--- src/rtl/bitstream_decoder.sv ---
// bitstream_decoder
//   Serial-to-parallel receiver for the encoder's packet bitstream. It checks
//   SYNC, captures and checks the PID byte, then captures ADDR/ENDP (OUT/IN)
//   or DATA (DATA0). It presents the decoded fields with a one-cycle
//   pkt_valid pulse, or reports a one-cycle err pulse.
//
// Input qualification:
//   A bit is taken only on a posedge where sending=1 and bit_en=1.
//   sending=1 with bit_en=0 is a pause: no state, counter or shift change.
//   sending=0 marks the gap between packets.
//   No ready signal exists; the decoder accepts every qualified bit.
//
// Ports
//   clk        system clock, all state on posedge
//   rst_L      synchronous active-low reset
//   inb        serial data bit (MSB of each field first)
//   sending    frame qualifier
//   bit_en     bit qualifier (low = pause)
//   pid        decoded PID (updated on pkt_valid)
//   addr       decoded address (updated on pkt_valid of OUT/IN)
//   endp       decoded endpoint (updated on pkt_valid of OUT/IN)
//   data       decoded payload (updated on pkt_valid of DATA0)
//   pkt_valid  one-cycle pulse, fields valid
//   err        one-cycle pulse, bad SYNC/PID, unknown PID, or early frame end
//   busy       high whenever the FSM is not in IDLE
module bitstream_decoder #(
  parameter logic [7:0] SYNC_PAT  = 8'b0000_0001,
  parameter int         DATA_BITS = 64
) (
  input  logic                 clk,
  input  logic                 rst_L,
  input  logic                 inb,
  input  logic                 sending,
  input  logic                 bit_en,
  output logic [3:0]           pid,
  output logic [6:0]           addr,
  output logic [3:0]           endp,
  output logic [DATA_BITS-1:0] data,
  output logic                 pkt_valid,
  output logic                 err,
  output logic                 busy
);

  localparam logic [3:0] PID_OUT   = 4'b0001;
  localparam logic [3:0] PID_IN    = 4'b1001;
  localparam logic [3:0] PID_DATA0 = 4'b0011;
  localparam logic [3:0] PID_ACK   = 4'b0010;
  localparam logic [3:0] PID_NAK   = 4'b1010;

  typedef enum logic [2:0] {
    ST_IDLE  = 3'd0,
    ST_SYNC  = 3'd1,
    ST_PID   = 3'd2,
    ST_ADDR  = 3'd3,
    ST_ENDP  = 3'd4,
    ST_DATA  = 3'd5,
    ST_DRAIN = 3'd6
  } state_t;

  state_t               state, state_n;
  logic [6:0]           cnt, cnt_n;
  logic [DATA_BITS-1:0] sr, sr_n;         // working shift register
  logic [3:0]           pid_w, pid_w_n;   // PID held until the packet completes
  logic [6:0]           addr_w, addr_w_n; // ADDR held until ENDP completes
  logic [3:0]           pid_n, endp_n;
  logic [6:0]           addr_n;
  logic [DATA_BITS-1:0] data_n;
  logic                 pkt_valid_n, err_n, busy_n;
  logic                 take;
  logic [DATA_BITS-1:0] shifted;
  logic [7:0]           byte8;

  // Counter value on which the current field's final bit arrives.
  function automatic logic [6:0] field_last(input state_t s);
    case (s)
      ST_SYNC: field_last = 7'd7;
      ST_PID:  field_last = 7'd7;
      ST_ADDR: field_last = 7'd6;
      ST_ENDP: field_last = 7'd3;
      ST_DATA: field_last = 7'(DATA_BITS - 1);
      default: field_last = 7'd0;
    endcase
  endfunction

  always_comb begin
    state_n     = state;
    cnt_n       = cnt;
    sr_n        = sr;
    pid_w_n     = pid_w;
    addr_w_n    = addr_w;
    pid_n       = pid;
    addr_n      = addr;
    endp_n      = endp;
    data_n      = data;
    pkt_valid_n = 1'b0;
    err_n       = 1'b0;
    take        = sending & bit_en;
    // The bit being taken is already merged, so field checks see the full field.
    shifted     = {sr[DATA_BITS-2:0], inb};
    byte8       = shifted[7:0];

    unique case (state)
      ST_IDLE: begin
        cnt_n = 7'd0;
        if (sending) begin
          state_n = ST_SYNC;
          if (bit_en) begin
            sr_n  = shifted;
            cnt_n = 7'd1;
          end
        end
      end

      ST_SYNC, ST_PID, ST_ADDR, ST_ENDP, ST_DATA: begin
        if (!sending) begin
          // Frame ended before the field completed.
          err_n   = 1'b1;
          state_n = ST_IDLE;
          cnt_n   = 7'd0;
        end else if (take) begin
          sr_n = shifted;
          if (cnt == field_last(state)) begin
            cnt_n = 7'd0;
            // A completed packet or an error always lands in DRAIN because
            // sending is necessarily high on the cycle a bit is taken.
            unique case (state)
              ST_SYNC: begin
                if (byte8 == SYNC_PAT) begin
                  state_n = ST_PID;
                end else begin
                  err_n   = 1'b1;
                  state_n = ST_DRAIN;
                end
              end
              ST_PID: begin
                if (byte8[3:0] != ~byte8[7:4]) begin
                  err_n   = 1'b1;
                  state_n = ST_DRAIN;
                end else begin
                  case (byte8[7:4])
                    PID_ACK, PID_NAK: begin
                      pid_n       = byte8[7:4];
                      pkt_valid_n = 1'b1;
                      state_n     = ST_DRAIN;
                    end
                    PID_OUT, PID_IN: begin
                      pid_w_n = byte8[7:4];
                      state_n = ST_ADDR;
                    end
                    PID_DATA0: begin
                      pid_w_n = byte8[7:4];
                      state_n = ST_DATA;
                    end
                    default: begin
                      err_n   = 1'b1;
                      state_n = ST_DRAIN;
                    end
                  endcase
                end
              end
              ST_ADDR: begin
                addr_w_n = shifted[6:0];
                state_n  = ST_ENDP;
              end
              ST_ENDP: begin
                pid_n       = pid_w;
                addr_n      = addr_w;
                endp_n      = shifted[3:0];
                pkt_valid_n = 1'b1;
                state_n     = ST_DRAIN;
              end
              default: begin // ST_DATA
                pid_n       = pid_w;
                data_n      = shifted;
                pkt_valid_n = 1'b1;
                state_n     = ST_DRAIN;
              end
            endcase
          end else begin
            cnt_n = cnt + 7'd1;
          end
        end
      end

      ST_DRAIN: begin
        cnt_n = 7'd0;
        if (!sending) state_n = ST_IDLE;
      end

      default: begin
        state_n = ST_IDLE;
        cnt_n   = 7'd0;
      end
    endcase

    busy_n = (state_n != ST_IDLE);
  end

  always_ff @(posedge clk) begin
    if (!rst_L) begin
      state     <= ST_IDLE;
      cnt       <= 7'd0;
      sr        <= '0;
      pid_w     <= 4'd0;
      addr_w    <= 7'd0;
      pid       <= 4'd0;
      addr      <= 7'd0;
      endp      <= 4'd0;
      data      <= '0;
      pkt_valid <= 1'b0;
      err       <= 1'b0;
      busy      <= 1'b0;
    end else begin
      state     <= state_n;
      cnt       <= cnt_n;
      sr        <= sr_n;
      pid_w     <= pid_w_n;
      addr_w    <= addr_w_n;
      pid       <= pid_n;
      addr      <= addr_n;
      endp      <= endp_n;
      data      <= data_n;
      pkt_valid <= pkt_valid_n;
      err       <= err_n;
      busy      <= busy_n;
    end
  end

endmodule
--- config.mk ---
export PLATFORM = sky130hd
export DESIGN_NAME = bitstream_decoder
export DESIGN_NICKNAME = d
export VERILOG_FILES = /design/src/rtl/bitstream_decoder.sv
export SDC_FILE = /design/constraint.sdc
export NUM_CORES = 1
export LEC_CHECK = 0
export BUFFER_PORTS_ARGS = -buffer_cell sky130_fd_sc_hd__buf_2
export CAP_MARGIN = 30
export CORE_UTILIZATION = 45
export DETAILED_ROUTE_END_ITERATION = 16
export PLACE_DENSITY = 0.68
export SYNTH_ARGS = -nofsm -noshare
export SYNTH_HDL_FRONTEND = slang
export SYNTH_SLANG_ARGS = --single-unit
--- constraint.sdc ---
create_clock -name clk -period 2.83 [get_ports clk]
set_input_delay 0 -clock clk [delete_from_list [all_inputs] [get_ports clk]]
set_output_delay 0 -clock clk [all_outputs]
set_load 0.005 [all_outputs]
=== Word-level counts from Yosys, hierarchy flattened ===
Index checks and enable logic that the tools add are counted.

* Eq/ne operators: 21
* Divide/modulo/power cells: 0
* Magnitude comparators: 0
* Shift-type cells: 0
* Bitwise logic cells: 5
* Muxes and demuxes: 38
* $mul: 0
* Add/sub/neg operators: 1
* Reductions and logical operators: 19

{| class="wikitable"
|+ Operators by type and width
! kind !! count
|-
| $mux 63 || 4
|-
| $pmux 63 s2 || 1
|-
| $mux 7 || 6
|-
| $reduce_and 5->1 || 5
|-
| $pmux 6 s4 || 1
|-
| $mux 3 || 7
|-
| $pmux 3 s3 || 2
|-
| $pmux 7 s2 || 1
|-
| $reduce_and 7->1 || 2
|-
| $mux 1 || 10
|-
| $ne 2x2->1 const B || 5
|-
| $reduce_or 5->1 || 2
|-
| $eq 3x3->1 const B || 3
|-
| $eq 4x2->1 const B || 2
|-
| $eq 4x4->1 const B || 2
|-
| $eq 8x1->1 const B || 1
|-
| $mux 4 || 2
|-
| $pmux 4 s2 || 1
|-
| $reduce_or 2->1 || 4
|-
| $add 7x1->7 const B || 1
|-
| $eq 7x7->1 || 1
|-
| $eq 3x2->1 const B || 2
|-
| $pmux 3 s2 || 1
|-
| $eq 4x1->1 const B || 1
|-
| 14 further kinds || 17
|}

* Output and inout port bits: 82
* Latch bits: 0
* Word-level logic and storage cells: 96
* RAM bits: 0
* Input port bits: 5
* Bits in registers: 166
* Memories: 0
* Bits in read-only memories: 0

=== Logic depth before layout (Yosys ltp) ===
* Depth in word-level cells: 12
* Mapped depth: 8
* Mapped depth without buffers: 6

=== Least setup slack after synthesis ===
OpenSTA, ideal clock, no wires.

* Path type: register -> register
* From: register state[0]
* To: register data[5]
* Setup time: 0.072 ns
* Path buffers: 2
* Arrival time: 1.819 ns
* Stages on the path, launching flop included: 8
* Path slack: 0.940 ns
* Path through: dfxtp_1 or3_4 a211oi_4 o21ai_4 nor3_2 buf_6 buf_6 mux2i_1

* Longest elaborated chain between the ends: 8
* Elaborated cells on any way between the ends: 15
* Those cells by class: 6 x eq/ne; 4 x mux; 1 x bitwise; 4 x reduce/logical

{| class="wikitable"
|+ RTL lines
! what !! line !! text
|-
| start: declaration || 60 || <nowiki>state_t state, state_n;</nowiki>
|-
| start signal: assignment || 214 || <nowiki>state <= state_n;</nowiki>
|-
| $eq 3x1->1 or $eq 3x2->1 (tied branches) || 75, 102, 126 ||
|-
| $reduce_or 2->1 (no source line) || - ||
|-
| $pmux 6 s4 || 75 || <nowiki>case (s)</nowiki>
|-
| $mux 7 || 120 || <nowiki>end else if (take) begin</nowiki>
|-
| $mux 7 || 115 || <nowiki>if (!sending) begin</nowiki>
|-
| $mux 7 || 102 || <nowiki>unique case (state)</nowiki>
|-
| $eq 7x7->1 || 122 || <nowiki>if (cnt == field_last(state)) begin</nowiki>
|-
| $reduce_and 5->1 (no source line) (*) || - ||
|-
| end signal: assignment || 222 || <nowiki>data <= data_n;</nowiki>
|-
| end: declaration || 38 || <nowiki>output logic [DATA_BITS-1:0] data,</nowiki>
|}

Every way passes the cells marked *; elsewhere a longest branch is shown, timed or not. The select of a mux whose other input is x is not followed.
A chain may end at the register's enable or synchronous reset.

=== Final worst setup path ===
* From: register state[0]
* To: register data[46]

Same word-level chain as after synthesis.

==> summary.md <==
| Metric | Value |
|---|---|
| Fraction of layout cells with a size suffix above 1 | `0.1607` |
| Ys flop type | `dfxtp_1` |
| Placed cells | `1,010` |
| Clock Tree Buf Depth | `2` |
| Post-synthesis cell type count | `55` |
| Most common cell after layout, fill and taps aside | `nand2_1` |
| Num CTS Buffers | `17` |
| Max_cap viols | `0` |
| Post-synthesis async set-or-reset flop share | `0` |
| Clock sinks | `166` |
| Largest net degree at the start of global routing | `116` |
| Kind of critical path | `reg -> reg` |
| Max FO, Critical Path | `48` |
| Number of global-route vias before repair | `4,858` |
| Post-Synth Adder-Cell Area | `0.001854` |
| Compound-Gate Fraction of Synth Area | `0.09642` |
| Remaining DRCs | `0` |
| Vias per Instance | `5.168` |
| Row cnt | `44` |
| Peak Freq | `0.4286 GHz` |
| Fin cells | `1,043` |
| Commonest non-fill, non-tap cells in the layout | `290 x nand2_1, 166 x dfxtp_1, 87 x mux2i_1, 85 x buf_2, 72 x a21oi_1` |
| Worst Max-Slew Pin Slew | `0.6961 ns` |
| H-Tree Level Count | `4` |
| Crit start category | `flop` |
| Die ar. | `15,490 sq um` |
| Die X-Extent | `124.5 um` |
| Syn Inst Count | `785` |
| Ant diodes | `0` |
| Critical Path Sink Type | `flop` |
| Final Skew | `0.008337 ns` |
| Starting density of the core | `0.4625` |
| Post-route setup TNS | `0 ns` |
| Post-DP HPWL | `8931 um` |
| Core ar. | `14,590 sq um` |
| CTS tree | `built` |
| GRT Overall Usage | `0.1888` |
| Register area share after synthesis | `0.4925` |
| IO Pins | `87` |
| Outcome | `completed` |
| Worst Hold Class | `in -> reg` |
| Final WL | `13,960 um` |
| Pwr per Cell Area | `579.8 nW/um^2` |
| Nets | `854` |
| DRT iter0 DRCs | `381` |
| Worst slew margin | `0.5339` |
| Syn nets | `791` |
| Die Y | `124.5 um` |
| Final slew viol count | `0` |
| Clock Latency Late Sink | `0.42 ns` |
| Final Setup Violations | `0` |
| Initial antenna violation count | `0` |
| Yosys warnings | `0` |
| Worst EP arrival | `2.67 ns` |
| RSZ-0062 raised after global routing | `false` |
| Final core occ | `0.5360` |
| Pre-antenna DRT Iters | `5` |
| EDFF count, synth | `0` |
| Pre-CTS WS | `0.4881 ns` |
| IO Port Bufs | `86` |
| Worst hold slack | `0.07897 ns` |
| Syn_area_per_cell | `8.596 sq um` |
| Area of the multi-input gates | `3137 sq um` |
| Clock Pin Slew Worst Setup and Hold Paths | `0.06 ns` |
| Yosys reg bits | `166` |
| Post-Synth Simple-Gate Area | `0.2240` |
| DR WL/cell | `13.39 um` |
| Layout area overhead | `15.89%` |
| Area share of xor/xnor cells in the synthesized design | `0.005192` |
| Fillers | `1,287` |
| VDD IR max | `0.5133 mV` |
| Final WS setup | `0.4969 ns` |
| Static Leakage | `2.883 nW` |
| Crit path time final | `2.333 ns` |
| Hold Vio Cnt, Final | `0` |
| DR vias | `5,390` |
| Main combinational cell family by area after synthesis | `simple AND/OR/NAND/NOR gates` |
| Total grt overflow | `0` |
| Period utilisation layout | `0.8244` |
| Global-route wire length before repair | `23,940 um` |
| Clock tree root driver cell | `clkbuf_16` |
| Area taken by flip-flops and latches | `3323 sq um` |
| Multiplexer share of the synthesized area | `0.1341` |
| RePlAce Congestion | `0.8274` |
| Synthesized area | `6748 sq um` |
| CP required | `3.17 ns` |
| ANT nets after route | `0` |
power breakdown:
group | switching, mW | total, mW | leakage [nW] | internal (mW)
registers | 0.00768 | 2.35 | 1.34 | 2.34
clock network | 0.857 | 2.02 | 0.241 | 1.16
logic | 0.126 | 0.169 | 1.30 | 0.0431
synth_stat cells, types with 2 or more instances:
cell | number | area share
nand2b_1 | 2 | 0.0019
nand4_1 | 5 | 0.0046
a21oi_1 | 73 | 0.054
buf_2 | 5 | 0.0037
nor2b_1 | 3 | 0.0028
a41oi_1 | 2 | 0.0026
buf_6 | 8 | 0.013
nor4_1 | 3 | 0.0028
o211ai_1 | 3 | 0.0033
and4b_1 | 3 | 0.0045
a31oi_1 | 3 | 0.0028
dfxtp_1 | 166 | 0.49
nor3b_1 | 3 | 0.0033
o32a_1 | 2 | 0.0030
nand3b_1 | 2 | 0.0022
or3_1 | 2 | 0.0019
inv_1 | 4 | 0.0022
nor2_1 | 11 | 0.0061
clkbuf_1 | 42 | 0.023
mux2_2 | 3 | 0.0050
buf_4 | 3 | 0.0033
mux2i_1 | 87 | 0.13
o31ai_1 | 4 | 0.0045
and4_1 | 2 | 0.0026
nand3_1 | 11 | 0.0082
nor3_1 | 3 | 0.0022
xnor2_1 | 4 | 0.0052
nand2_1 | 290 | 0.16
o21ai_0 | 10 | 0.0074
cell families after synthesis:
logic type               Yosys count
XOR/XNOR                           4
AND/OR/NAND/NOR                  353
flip-flops                       166
adder cells (fa/ha/maj)            1
buffers and inverters             62
AO/OA/AOI/OAI                    109
multiplexers                      90
metrics by stage:
step / instance area [sq um] / total power, mW
floorplan: 6748 / 2.521
global placement: 7286 / 2.566
detailed placement: 7286 / 2.567
CTS: 7820 / 4.572
global route: 7820 / 4.697
finish: 7820 / 4.534
sequential cells by signal (all words and copies together) (netlist names):
signal     flops
data          64
addr           7
pkt_valid      1
busy           1
addr_w         7
state          3
sr            63
pid_w          4
pid            4
err            1
cnt            7
endp           4
critical path, cell delays in order (launching register included):
cell and delay, ns:
dfxtp_1 0.45, or3_4 0.47, a211oi_4 0.36, o21ai_4 0.16, nor3_4 0.19, buf_12 0.32
mux2i_1 0.26
layout make-up:
| type | instances | share of cell area |
|---|---|---|
| repair buffers | 102 | 0.07808 |
| multi-input cells | 557 | 0.4011 |
| well taps | 184 | 0.02944 |
| flip-flops and latches | 166 | 0.4250 |
| inverters | 4 | 0.001920 |
| clock inverters | 3 | 0.002720 |
| clock buffers | 27 | 0.06176 |
repair_timing:
action / in CTS / in global routing
hold buffers: 3 / 0
endpoints found under the hold margin: 9 / 0
resized for setup: 0 / 0
setup buffers: 0 / 0
worst paths after layout:
check / depth (start not counted) / end / slack, ns / from
hold / removal: 3 / data[9] / 0.08 / rst_L
hold reg to reg: 2 / data[55] / 0.45 / data[55]
setup / recovery: 6 / data[46] / 0.50 / state[0]
setup reg to reg: 6 / data[46] / 0.50 / state[0]
routing by layer:
layer | up-vias | GRT usage | wire (um) | share of wire
li1 | 2752 | - | - | -
met3 | 18 | 0.06057 | 815 | 0.058
met2 | 128 | 0.2831 | 6285 | 0.45
met4 | 0 | 0.06378 | 182 | 0.013
met1 | 2492 | 0.2548 | 6678 | 0.48
met5 | - | 0 | 0 | 0
No activity file was read; power rests on OpenSTA's default activity.
